File: src/rtl/muldiv_pkg.sv
// Shared encodings for the iterative multiply/divide unit: op codes, FSM states
// and the fixed iteration count.
package muldiv_pkg;

  localparam int MULDIV_ITER = 32;

  localparam logic [1:0] OP_MULT  = 2'b00;
  localparam logic [1:0] OP_MULTU = 2'b01;
  localparam logic [1:0] OP_DIV   = 2'b10;
  localparam logic [1:0] OP_DIVU  = 2'b11;

  typedef enum logic [1:0] {
    S_IDLE  = 2'd0,
    S_CALC  = 2'd1,
    S_FIXUP = 2'd2
  } state_t;

endpackage

File: src/rtl/muldiv_negate.sv
// Combinational conditional two's-complement: y = en ? -a : a.
module muldiv_negate #(
  parameter int DATA_W = 32
) (
  input  logic              en,
  input  logic [DATA_W-1:0] a,
  output logic [DATA_W-1:0] y
);

  assign y = en ? (~a + DATA_W'(1)) : a;

endmodule

File: src/rtl/muldiv_unit.sv
// Iterative MIPS MULT/MULTU/DIV/DIVU unit with architectural HI/LO and MTHI/MTLO.
// Define MULDIV_DISPLAY_EN to compile in a $display trace of results and HI/LO writes.
module muldiv_unit
  import muldiv_pkg::*;
#(
  parameter int ITER = MULDIV_ITER
) (
  input  logic        clk,
  input  logic        rst_n,
  input  logic        start,
  input  logic [1:0]  op,
  input  logic [31:0] rs_val,
  input  logic [31:0] rt_val,
  input  logic        hi_we,
  input  logic        lo_we,
  input  logic [31:0] wd,
  output logic        busy,
  output logic        done,
  output logic [31:0] hi,
  output logic [31:0] lo
);

  localparam int CNT_W = $clog2(ITER);

  state_t             state, state_nxt;
  logic [CNT_W-1:0]   cnt;
  logic [32:0]        hi_w;
  logic [31:0]        lo_w, opnd, rs_cap;
  logic [1:0]         op_r;
  logic               sign_q, sign_r, div_zero;

  logic               rs_neg_en, rt_neg_en;
  logic [31:0]        rs_mag, rt_mag, quo_fix, rem_fix;
  logic [63:0]        prod_fix;
  logic [32:0]        add_sum, shifted, trial;
  logic               fits;
  logic [31:0]        res_hi, res_lo;

  // Launch: signed ops work on magnitudes
  assign rs_neg_en = ~op[0] & rs_val[31];
  assign rt_neg_en = ~op[0] & rt_val[31];

  muldiv_negate #(.DATA_W(32)) u_neg_rs (.en(rs_neg_en), .a(rs_val), .y(rs_mag));
  muldiv_negate #(.DATA_W(32)) u_neg_rt (.en(rt_neg_en), .a(rt_val), .y(rt_mag));

  // Iteration: shift-add multiply step and restoring divide step
  assign add_sum = {1'b0, hi_w[31:0]} + {1'b0, opnd};
  assign shifted = {hi_w[31:0], lo_w[31]};
  assign fits    = shifted >= {1'b0, opnd};
  assign trial   = shifted - {1'b0, opnd};

  // Fixup: reapply recorded signs to the magnitude results
  muldiv_negate #(.DATA_W(64)) u_neg_prod (.en(sign_q), .a({hi_w[31:0], lo_w}), .y(prod_fix));
  muldiv_negate #(.DATA_W(32)) u_neg_quo  (.en(sign_q), .a(lo_w),              .y(quo_fix));
  muldiv_negate #(.DATA_W(32)) u_neg_rem  (.en(sign_r), .a(hi_w[31:0]),        .y(rem_fix));

  always_comb begin
    res_hi = prod_fix[63:32];
    res_lo = prod_fix[31:0];
    if (op_r[1]) begin
      if (div_zero) begin
        res_hi = rs_cap;
        res_lo = 32'hFFFF_FFFF;
      end else begin
        res_hi = rem_fix;
        res_lo = quo_fix;
      end
    end
  end

  always_ff @(posedge clk or negedge rst_n) begin
    if (!rst_n) state <= S_IDLE;
    else        state <= state_nxt;
  end

  always_comb begin
    state_nxt = state;
    case (state)
      S_IDLE:  if (start) state_nxt = S_CALC;
      S_CALC:  if (cnt == CNT_W'(ITER - 1)) state_nxt = S_FIXUP;
      S_FIXUP: state_nxt = S_IDLE;
      default: state_nxt = S_IDLE;
    endcase
  end

  assign busy = (state != S_IDLE);

  always_ff @(posedge clk or negedge rst_n) begin
    if (!rst_n) begin
      cnt      <= '0;
      hi_w     <= '0;
      lo_w     <= '0;
      opnd     <= '0;
      rs_cap   <= '0;
      op_r     <= OP_MULT;
      sign_q   <= 1'b0;
      sign_r   <= 1'b0;
      div_zero <= 1'b0;
      hi       <= '0;
      lo       <= '0;
      done     <= 1'b0;
    end else begin
      done <= 1'b0;
      case (state)
        S_IDLE: begin
          if (start) begin
            op_r     <= op;
            cnt      <= '0;
            hi_w     <= '0;
            lo_w     <= op[1] ? rs_mag : rt_mag;
            opnd     <= op[1] ? rt_mag : rs_mag;
            sign_q   <= ~op[0] & (rs_val[31] ^ rt_val[31]);
            sign_r   <= ~op[0] & rs_val[31];
            div_zero <= (rt_val == 32'd0);
            rs_cap   <= rs_val;
          end else begin
            if (hi_we) hi <= wd;
            if (lo_we) lo <= wd;
          end
        end
        S_CALC: begin
          cnt <= cnt + CNT_W'(1);
          if (op_r[1]) begin
            hi_w <= fits ? trial : shifted;
            lo_w <= {lo_w[30:0], fits};
          end else if (lo_w[0]) begin
            hi_w <= {1'b0, add_sum[32:1]};
            lo_w <= {add_sum[0], lo_w[31:1]};
          end else begin
            hi_w <= {2'b00, hi_w[31:1]};
            lo_w <= {hi_w[0], lo_w[31:1]};
          end
        end
        S_FIXUP: begin
          hi   <= res_hi;
          lo   <= res_lo;
          done <= 1'b1;
        end
        default: ;
      endcase
    end
  end

`ifdef MULDIV_DISPLAY_EN
  logic [31:0] rt_cap;

  always_ff @(posedge clk or negedge rst_n) begin
    if (!rst_n)                      rt_cap <= '0;
    else if (state == S_IDLE && start) rt_cap <= rt_val;
  end

  function automatic string op_name(input logic [1:0] o);
    case (o)
      OP_MULT:  return "MULT";
      OP_MULTU: return "MULTU";
      OP_DIV:   return "DIV";
      default:  return "DIVU";
    endcase
  endfunction

  always @(posedge clk) begin
    if (rst_n && state == S_FIXUP)
      $display("%0t: %s rs=%0d rt=%0d -> HI=%0d LO=%0d",
               $time, op_name(op_r), rs_cap, rt_cap, res_hi, res_lo);
    if (rst_n && state == S_IDLE && !start && hi_we)
      $display("%0t: MTHI HI=%0d", $time, wd);
    if (rst_n && state == S_IDLE && !start && lo_we)
      $display("%0t: MTLO LO=%0d", $time, wd);
  end
`endif

endmodule

File: config.mk
export PLATFORM = sky130hd
export DESIGN_NAME = muldiv_unit
export DESIGN_NICKNAME = d
export VERILOG_FILES = /design/src/rtl/muldiv_pkg.sv /design/src/rtl/muldiv_negate.sv /design/src/rtl/muldiv_unit.sv
export SDC_FILE = /design/constraint.sdc
export NUM_CORES = 1
export LEC_CHECK = 0
export CORE_MARGIN = 1
export CORE_UTILIZATION = 55
export CTS_CLUSTER_DIAMETER = 120
export DETAILED_ROUTE_END_ITERATION = 10
export GPL_ROUTABILITY_DRIVEN = 0
export PLACE_DENSITY = 0.77
export SLEW_MARGIN = 20
export SYNTH_ARGS = -nofsm -noshare
export SYNTH_HDL_FRONTEND = slang
export SYNTH_SLANG_ARGS = --single-unit
File: constraint.sdc
create_clock -name clk -period 7.8 [get_ports clk]
set_clock_uncertainty 0.1 [all_clocks]
set_input_delay 1.56 -clock clk [delete_from_list [all_inputs] [get_ports clk]]
set_output_delay 1.56 -clock clk [all_outputs]
set_load 0.005 [all_outputs]
==> results of run 1 <==
==> sequential cells by signal, indices dropped and copies added, names as in the netlist <==
name      cells
cnt           5
div_zero      1
done          1
hi           32
hi_w         32
lo           32
lo_w         32
op_r          1
opnd         32
rs_cap       32
sign_q        1
sign_r        1
state         2
==> power groups by stage <==
stage / clock network, mW / registers [mW] / logic, mW
detailed placement: 0 / 2.47 / 5.83
global placement: 0 / 2.44 / 5.68
floorplan: 0 / 1.91 / 4.53
CTS: 1.36 / 2.45 / 5.88
finish: 1.36 / 2.52 / 6.04
global route: 1.40 / 2.54 / 6.59
==> cell type report <==
type / instances / area, µm²
Clock buffer: 30 / 674
Fill cell: 2638 / 10900
Clock inverter: 16 / 273
Multi-Input combinational cell: 1800 / 11200
Inverter: 65 / 244
Sequential cell: 204 / 5110
Tap cell: 396 / 495
Timing Repair Buffer: 188 / 1830
==> per-stage QoR <==
step           total power, mW  std cells  util [%]  area [µm²]
3_3_place_gp              8.12       2653      61.5       18800
3_5_place_dp              8.30       2653      61.5       18800
5_1_grt                   10.5       2699      64.6       19800
6_report                  9.91       2699      64.6       19800
2_1_floorplan             6.44       2240         -       17200
4_1_cts                   9.69       2699      64.5       19800
==> critical path: stages <==
cell	delay (ps)
clkdlybuf4s50_1	480
or4_1	600
or4b_2	700
nor3_1	470
nand2_1	180
o41ai_1	340
xnor2_1	130
o21ai_0	170
a22oi_1	90
==> per-layer routing <==
| layer | part of all wire (%) | GRT usage (%) |
|---|---|---|
| met3 | 13 | 9.29 |
| met1 | 39 | 53.9 |
| met2 | 42 | 57.5 |
| met5 | 0 | 0 |
| met4 | 6.5 | 21.3 |
==> kinds of logic after synthesis <==
kind of cell | count (synthesis) | share of synthesized area, %
and+or+nand+nor | 734 | 19.5
DFF | 204 | 29.8
buffers and inverters | 236 | 5.27
xor gates and xnor gates | 184 | 9.39
muxes | 52 | 3.06
AOI/OAI and AO/OA | 758 | 27.7
adders and majority gates | 72 | 5.34
==> synthesized netlist by cell type, drive strengths merged, types with 5 or more instances <==
library cell,number,area (µm²)
nand2,326,1220
o21ai,222,1110
dfrtp,204,5100
a21oi,194,971
nor2,166,623
clkbuf,142,533
xnor2,104,911
xor2,80,701
ha,70,876
inv,62,233
a211oi,60,450
nand3,49,245
mux2i,48,480
o22ai,40,250
o211ai,36,270
buf,29,126
a21o,28,211
nor3,27,135
o31ai,26,195
nor2b,24,150
or3,24,155
or4,21,169
nor4,20,131
a31oi,19,119
nand2b,18,113
or2,15,93.8
and3,13,81.3
o21a,13,97.6
o41ai,13,114
a22o,12,105
nand4,12,75.1
a221oi,11,96.3
a211o,8,70.1
a22oi,8,60.1
o21bai,7,52.6
a221o,6,60.1
a222oi,6,60.1
and2,5,31.3
o2111ai,5,43.8
==> final timing paths <==
check,end,slack (ps),depth (start not counted)
worst min-delay path,hi[0],380,2
worst max register to register,hi_w[30],3460,14
min in group asynchronous,hi_w[19],900,1
worst min register to register,hi[0],380,2
max in group asynchronous,sign_q,5370,2
worst max-delay path,lo_w[30],3370,9
==> flow_metrics.env, run 1 <==
export IMPL_cts_tree="done"
export IMPL_cts_max_path_buffers=3
export IMPL_worstSetupPathType="input port to register"
export IMPL_drive_gt1_share_pct=4.60
export IMPL_die_y_um=179
export IMPL_wire_per_inst_um=23.6
export IMPL_avgSynthCellArea_um2=7.66
export IMPL_grt_overflow_total=0
export IMPL_final_antenna_net_count=0
export IMPL_hpwlAfterDp_mm=46.4
export IMPL_grt_max_degree=108
export IMPL_synthDistinctLibCells=80
export IMPL_fin_tns_setup_ps=0
export IMPL_rows=64
export IMPL_layout_commonest_cell="nand2_1"
export IMPL_grt_pass1_wl_mm=95.9
export IMPL_synthCells=2240
export IMPL_die_w_um=179
export IMPL_cp_start_kind="input port"
export IMPL_core_mm2=0.0307
export IMPL_setup_viol=0
export IMPL_synthArstFlopShare_pct=100
export IMPL_hold_buffers=0
export IMPL_synthToLayoutAreaGrowth_pct=15.4
export IMPL_wl_mm=63.7
export IMPL_rsz0062_at_grt="false"
export IMPL_sw_frac_of_total_pct=49.3
export IMPL_vdd_ir_drop_max_mv=0.259
export IMPL_ys_flop_type="dfrtp_1"
export IMPL_slew_violations=0
export IMPL_post_route_period_util_pct=56.8
export IMPL_syn_nets=2415
export IMPL_start_util_pct=55.9
export IMPL_p_comb_share_pct=60.9
export IMPL_grt_pass1_vias=16500
export IMPL_synth_area_mm2=0.0172
export IMPL_setup_ws_ps=3370
export IMPL_tightest_slew_ps=1180
export IMPL_worstSetupStartpoint="rt_val[12]"
export IMPL_cts_resized_gates=0
export IMPL_worstHoldStart="hi[0]"
export IMPL_cts_max_level=1
export IMPL_reg2reg_from="lo_w[31]"
export IMPL_seqPwrFrac_pct=25.4
export IMPL_pre_cts_ws_ps=2830
export IMPL_cts_buffers=25
export IMPL_fin_crit_ps=4430
export IMPL_layout_common_cells="nand2_1, o21ai_0, dfrtp_1"
export IMPL_hold_class="register to register"
export IMPL_grt_usage_pct=39.5
export IMPL_p_leak_nw=8.02
export IMPL_yosysWarnings=0
export IMPL_max_cap_violations=0
export IMPL_hold_ws_ps=382
export IMPL_run_status="complete, no violations"
export IMPL_via_count=18300
export IMPL_io_pins=169
export IMPL_required_ps=8080
export IMPL_hold_viol=0
export IMPL_cp_max_fo=4
export IMPL_seq_area_frac_synth_pct=29.8
export IMPL_clk_latency_ps=550
export IMPL_ys_seq_elements=204
export IMPL_drtIter0Drc=2606
export IMPL_cp_end_kind="register"
export IMPL_clkPwrFrac_pct=13.7
export IMPL_vias_per_cell=6.79
export IMPL_dieArea_mm2=0.0319
export IMPL_n_antenna_cell=0
export IMPL_first_pass_iters=9
export IMPL_p_sw_mw=4.88
export IMPL_final_nets=2459
export IMPL_clkSinkCount=204
export IMPL_fmax_mhz=226
export IMPL_path_clk_slew_ps=60
export IMPL_synth_edf_count=0
export IMPL_p_per_area_mw_per_mm2=500
export IMPL_cts_setup_buffers=0
export IMPL_p_int_mw=5.03
export IMPL_cp_arrival_ps=4710
export IMPL_drc=0
export IMPL_io_buffers=168
export IMPL_slew_headroom_pct=20.9
export IMPL_clockRootBuffer="clkbuf_16"
export IMPL_antenna_found_initial=0
No activity file was read; power rests on OpenSTA's default activity.
==> run 2: changes to the inputs <==
--- a/config.mk
+++ b/config.mk
@@ -6,11 +6,11 @@
 export NUM_CORES = 1
 export LEC_CHECK = 0
 export CORE_MARGIN = 1
-export CORE_UTILIZATION = 55
+export CORE_UTILIZATION = 53
 export CTS_CLUSTER_DIAMETER = 120
 export DETAILED_ROUTE_END_ITERATION = 10
 export GPL_ROUTABILITY_DRIVEN = 0
-export PLACE_DENSITY = 0.77
+export PLACE_DENSITY = 0.78
 export SLEW_MARGIN = 20
 export SYNTH_ARGS = -nofsm -noshare
 export SYNTH_HDL_FRONTEND = slang
==> constraint.sdc (replaced) <==
create_clock -name clk -period 3.97 [get_ports clk]
set_clock_uncertainty 0.1 [all_clocks]
set_input_delay 0.794 -clock clk [delete_from_list [all_inputs] [get_ports clk]]
set_output_delay 0.794 -clock clk [all_outputs]
set_load 0.005 [all_outputs]
==> flow_metrics.env, run 2 (same netlist as run 1, synthesis figures left out) <==
export IMPL_grt_overflow_total=0
export IMPL_drtIter0Drc=2554
export IMPL_tightest_slew_ps=1060
export IMPL_fin_crit_ps=3860
export IMPL_via_count=18500
export IMPL_r2r_slack_ps=110
export IMPL_die_y_um=182
export IMPL_post_route_util_pct=64.0
export IMPL_r2r_worst_path_cells=15
export IMPL_max_cap_violations=0
export IMPL_final_nets=2530
export IMPL_cts_tree="done"
export IMPL_grt_usage_pct=37.8
export IMPL_vdd_ir_drop_max_mv=0.479
export IMPL_fin_tns_setup_ps=0
export IMPL_final_antenna_net_count=0
export IMPL_setup_viol=0
export IMPL_run_status="complete, no violations"
export IMPL_cp_start_kind="register"
export IMPL_clk_latency_ps=550
export IMPL_rsz0062_at_grt="false"
export IMPL_first_pass_iters=9
export IMPL_rows=65
export IMPL_fmax_mhz=259
export IMPL_n_antenna_cell=0
export IMPL_core_mm2=0.0317
export IMPL_p_leak_nw=8.36
export IMPL_worstSetupPathType="register to register"
export IMPL_antenna_found_initial=0
export IMPL_synthToLayoutAreaGrowth_pct=18.3
export IMPL_grt_pass1_vias=16900
export IMPL_hold_class="input port to asynchronous set/reset pin"
export IMPL_dieArea_mm2=0.0331
export IMPL_die_w_um=182
export IMPL_wire_per_inst_um=22.9
export IMPL_p_per_area_mw_per_mm2=972
export IMPL_cts_buffers=24
export IMPL_hold_viol=0
export IMPL_hpwlAfterDp_mm=48.0
export IMPL_dp_cells=2731
export IMPL_cp_max_fo=9
export IMPL_worst_r2r_endpoint="hi_w[31]"
export IMPL_cp_arrival_ps=4200
export IMPL_cts_max_level=1
export IMPL_layout_commonest_cell="nand2_1"
export IMPL_vias_per_cell=6.68
export IMPL_slew_violations=0
export IMPL_clockRootBuffer="clkbuf_16"
export IMPL_reg2reg_from="hi_w[0]"
export IMPL_start_util_pct=54.1
export IMPL_instances_no_fill=2775
export IMPL_grt_pass1_wl_mm=97.2
export IMPL_clkSinkCount=204
export IMPL_path_clk_slew_ps=70
export IMPL_layout_common_cells="nand2_1, o21ai_0, dfrtp_1"
export IMPL_hold_ws_ps=241
export IMPL_io_pins=169
export IMPL_drc=0
export IMPL_wl_mm=63.6
export IMPL_grt_max_degree=96
export IMPL_post_route_period_util_pct=97.3
export IMPL_cts_max_path_buffers=3
export IMPL_slew_headroom_pct=29.0
export IMPL_required_ps=4310
export IMPL_cp_end_kind="register"
export IMPL_io_buffers=168
export IMPL_drive_gt1_share_pct=7.46
[run 2: changes by cell type in the layout (fill, tap and decap cells not counted), sizes merged]
cell	change
buf	+72
bufinv	-3
clkbuf	-2
clkinv	+8
clkinvlp	-3
inv	-2
[run 2: timing repair]
action	CTS	global route
resized for setup	0	4
endpoints found under the setup margin	0	1
hold buffers	0	0
setup buffers	0	0
endpoints found under the hold margin	0	0
[run 2: report_power, final]
group          leakage, nW  switching (mW)  internal (mW)  total, mW
clock network        0.416           0.972           1.41       2.38
logic                 5.49            7.31           5.50       12.8
registers             2.45            1.43           3.10       4.53
total                 8.36            9.71           10.0       19.7
[run 2: worst max-delay path by stage]
stage                          end  slack (ps)       start  cells past startpoint
final                     hi_w[31]         110     hi_w[0]                     15
after global routing      hi_w[30]          10    lo_w[31]                     15
after floorplan           hi_w[30]         380    lo_w[31]                     14
after global placement    lo_w[26]         180  rt_val[14]                     11
after detailed placement  lo_w[26]          80  rt_val[14]                     11
after CTS                 hi_w[30]          70    lo_w[31]                     15
[run 2: per-layer routing]
| metal | GRT usage [%] | vias to the layer above | part of all wire, % |
|---|---|---|---|
| li1 | - | 8316 | - |
| met1 | 51.8 | 8722 | 39 |
| met2 | 57.1 | 1274 | 43 |
| met3 | 7.60 | 233 | 13 |
| met4 | 18.4 | 0 | 5.9 |
| met5 | 0 | - | 0 |
[run 2: critical path, cell delays in order (launching register included)]
cell	delay (ps)
dfrtp_1	380
buf_4	190
ha_1	200
inv_1	60
fa_1	400
nor2b_1	170
o21bai_1	80
a21boi_0	320
o31a_1	270
nor4_1	100
o311ai_0	580
o41ai_1	150
buf_4	180
a311oi_1	320
nor2_1	80
a41oi_1	160
[run 2: cell type report]
cell class	instances	area, µm²
fillers	2670	11400
multi-input cells	1800	11200
flip-flops and latches	204	5110
repair buffers	260	2420
clock buffers	28	636
well taps	402	503
inverters	65	244
clock inverters	16	201
[run 2: metrics by stage]
step | total power [mW] | instance area (µm²) | setup WS [ps]
after global routing | 20.9 | 20300 | 11.3
after detailed placement | 16.8 | 19400 | 75.4
after floorplan | 12.7 | 17200 | 380
final | 19.7 | 20300 | 108
after CTS | 19.2 | 20300 | 67.5
after global placement | 16.4 | 19400 | 178
==> run 3: changes to the inputs <==
--- a/config.mk
+++ b/config.mk
@@ -6,11 +6,12 @@
 export NUM_CORES = 1
 export LEC_CHECK = 0
 export CORE_MARGIN = 1
-export CORE_UTILIZATION = 53
+export CORE_UTILIZATION = 50
+export CTS_BUF_LIST = sky130_fd_sc_hd__clkbuf_2 sky130_fd_sc_hd__clkbuf_4 sky130_fd_sc_hd__clkbuf_8
 export CTS_CLUSTER_DIAMETER = 120
 export DETAILED_ROUTE_END_ITERATION = 10
 export GPL_ROUTABILITY_DRIVEN = 0
-export PLACE_DENSITY = 0.78
+export PLACE_DENSITY = 0.74
 export SLEW_MARGIN = 20
 export SYNTH_ARGS = -nofsm -noshare
 export SYNTH_HDL_FRONTEND = slang
==> flow_metrics.env, run 3 (same netlist as run 1, synthesis figures left out) <==
export IMPL_drive_gt1_share_pct=8.24
export IMPL_wl_mm=64.8
export IMPL_regArea_mm2=0.00511
export IMPL_clkSinkCount=204
export IMPL_p_comb_share_pct=65.1
export IMPL_antenna_found_initial=0
export IMPL_worstSetupPathType="register to register"
export IMPL_rsz0062_at_grt="false"
export IMPL_cts_buffers=40
export IMPL_core_mm2=0.0336
export IMPL_grt_max_degree=108
export IMPL_p_int_mw=10.0
export IMPL_hold_class="input port to asynchronous set/reset pin"
export IMPL_fin_area_mm2=0.0204
export IMPL_p_sw_mw=9.71
export IMPL_report_power_total_mw=19.7
export IMPL_seqPwrFrac_pct=22.9
export IMPL_clockRootBuffer="clkbuf_8"
export IMPL_clk_latency_ps=610
export IMPL_grt_pass1_vias=17000
export IMPL_cp_start_kind="register"
export IMPL_drtIter0Drc=2475
export IMPL_cp_arrival_ps=4210
export IMPL_layout_common_cells="nand2_1, o21ai_0, dfrtp_1"
export IMPL_grt_overflow_total=0
export IMPL_fillers=2963
export IMPL_cts_max_path_buffers=3
export IMPL_slew_headroom_pct=29.6
export IMPL_final_nets=2541
export IMPL_vias_per_cell=6.53
export IMPL_dieArea_mm2=0.0351
export IMPL_tightest_slew_ps=1060
export IMPL_layout_commonest_cell="nand2_1"
export IMPL_p_leak_nw=8.38
export IMPL_hold_viol=0
export IMPL_path_clk_slew_ps=60
export IMPL_hpwlAfterDp_mm=48.6
export IMPL_via_count=18500
export IMPL_max_cap_violations=0
export IMPL_hold_buffers=0
export IMPL_clkPwrFrac_pct=12.0
export IMPL_rows=67
export IMPL_cp_end_kind="register"
export IMPL_setup_viol=0
export IMPL_cts_tree="done"
export IMPL_die_w_um=187
export IMPL_sw_frac_of_total_pct=49.2
export IMPL_n_antenna_cell=0
export IMPL_grt_pass1_wl_mm=98.9
export IMPL_p_per_area_mw_per_mm2=968
export IMPL_fin_crit_ps=3810
export IMPL_final_antenna_net_count=0
export IMPL_slew_violations=0
export IMPL_die_y_um=187
export IMPL_drc=0
export IMPL_io_buffers=168
export IMPL_cts_max_level=2
export IMPL_cp_max_fo=9
export IMPL_io_pins=169
export IMPL_placed_area_mm2=0.0195
export IMPL_wire_per_inst_um=22.8
export IMPL_hold_ws_ps=203
export IMPL_required_ps=4360
export IMPL_synthToLayoutAreaGrowth_pct=18.7
export IMPL_run_status="complete, no violations"
export IMPL_vdd_ir_drop_max_mv=0.631
export IMPL_multiInputGateArea_mm2=0.0112
export IMPL_setup_ws_ps=156
export IMPL_start_util_pct=51.0
export IMPL_pre_cts_ws_ps=-40.8
export IMPL_grt_usage_pct=36.4
export IMPL_fmax_mhz=262
export IMPL_post_route_period_util_pct=96.1
export IMPL_first_pass_iters=8
-- run 3: cell types whose count changed in the layout (fill, tap and decap cells not counted), moves of 2 or more --
cell	change
buf_4	-6
clkbuf_8	+46
clkbuf_1	-2
clkinv_4	-2
clkbuf_4	+10
clkbuf_16	-24
clkinv_2	-6
-- run 3: metrics by stage --
stage	std cells	utilization [%]	setup TNS [ps]
after global placement	2771	57.9	0
after floorplan	2240	-	0
after detailed placement	2771	57.9	-40.8
after global routing	2839	60.6	0
final	2839	60.6	0
after CTS	2838	60.5	0
-- run 3: worst paths after layout --
check | start | endpoint | slack (ps) | cells past startpoint
worst max-delay path | hi_w[12] | hi_w[30] | 160 | 11
worst min-delay path | rst_n | opnd[14] | 200 | 1
worst max register to register | hi_w[12] | hi_w[30] | 160 | 11
worst min register to register | hi[2] | hi[2] | 380 | 2
max in group asynchronous | rst_n | hi[28] | 2660 | 2
min in group clk | hi[2] | hi[2] | 380 | 2
-- run 3: layout make-up --
cell class / count / share of cell area, %
timing repair buffer: 255 / 11.8
clock buffer: 58 / 3.61
tap: 448 / 2.75
sequential: 204 / 25.1
multi-input combinational: 1800 / 54.9
clock inverter: 9 / 0.664
inverter: 65 / 1.20
-- run 3: repair_timing --
item / CTS / global route
setup endpoints to repair: 1 / 1
setup buffers: 0 / 1
pin swaps: 0 / 1
resized for setup: 1 / 3
-- run 3: critical path: stages (launching register included) --
cell       delay (ps)
dfrtp_1           640
ha_1              400
a21oi_1           250
o2111ai_1         170
a211oi_1          410
nor3_1            150
a41o_1            360
a221o_1           380
a31oi_1           240
xnor2_1           170
a21oi_1           140
o31ai_1           300
-- run 3: power groups by stage --
stage	registers [mW]	clock network (mW)	logic, mW
after floorplan	3.76	0	8.90
after global placement	4.41	0	12.1
after detailed placement	4.44	0	12.4
after CTS	4.42	2.39	12.5
after global routing	4.59	2.48	13.9
final	4.51	2.38	12.8
-- run 3: routing by layer --
layer	track usage (%)	up-vias	routed length [µm]
li1	-	8341	-
met1	49.0	8772	25700
met2	54.7	1199	27900
met3	8.97	221	7870
met4	17.3	0	3420
met5	0	-	0
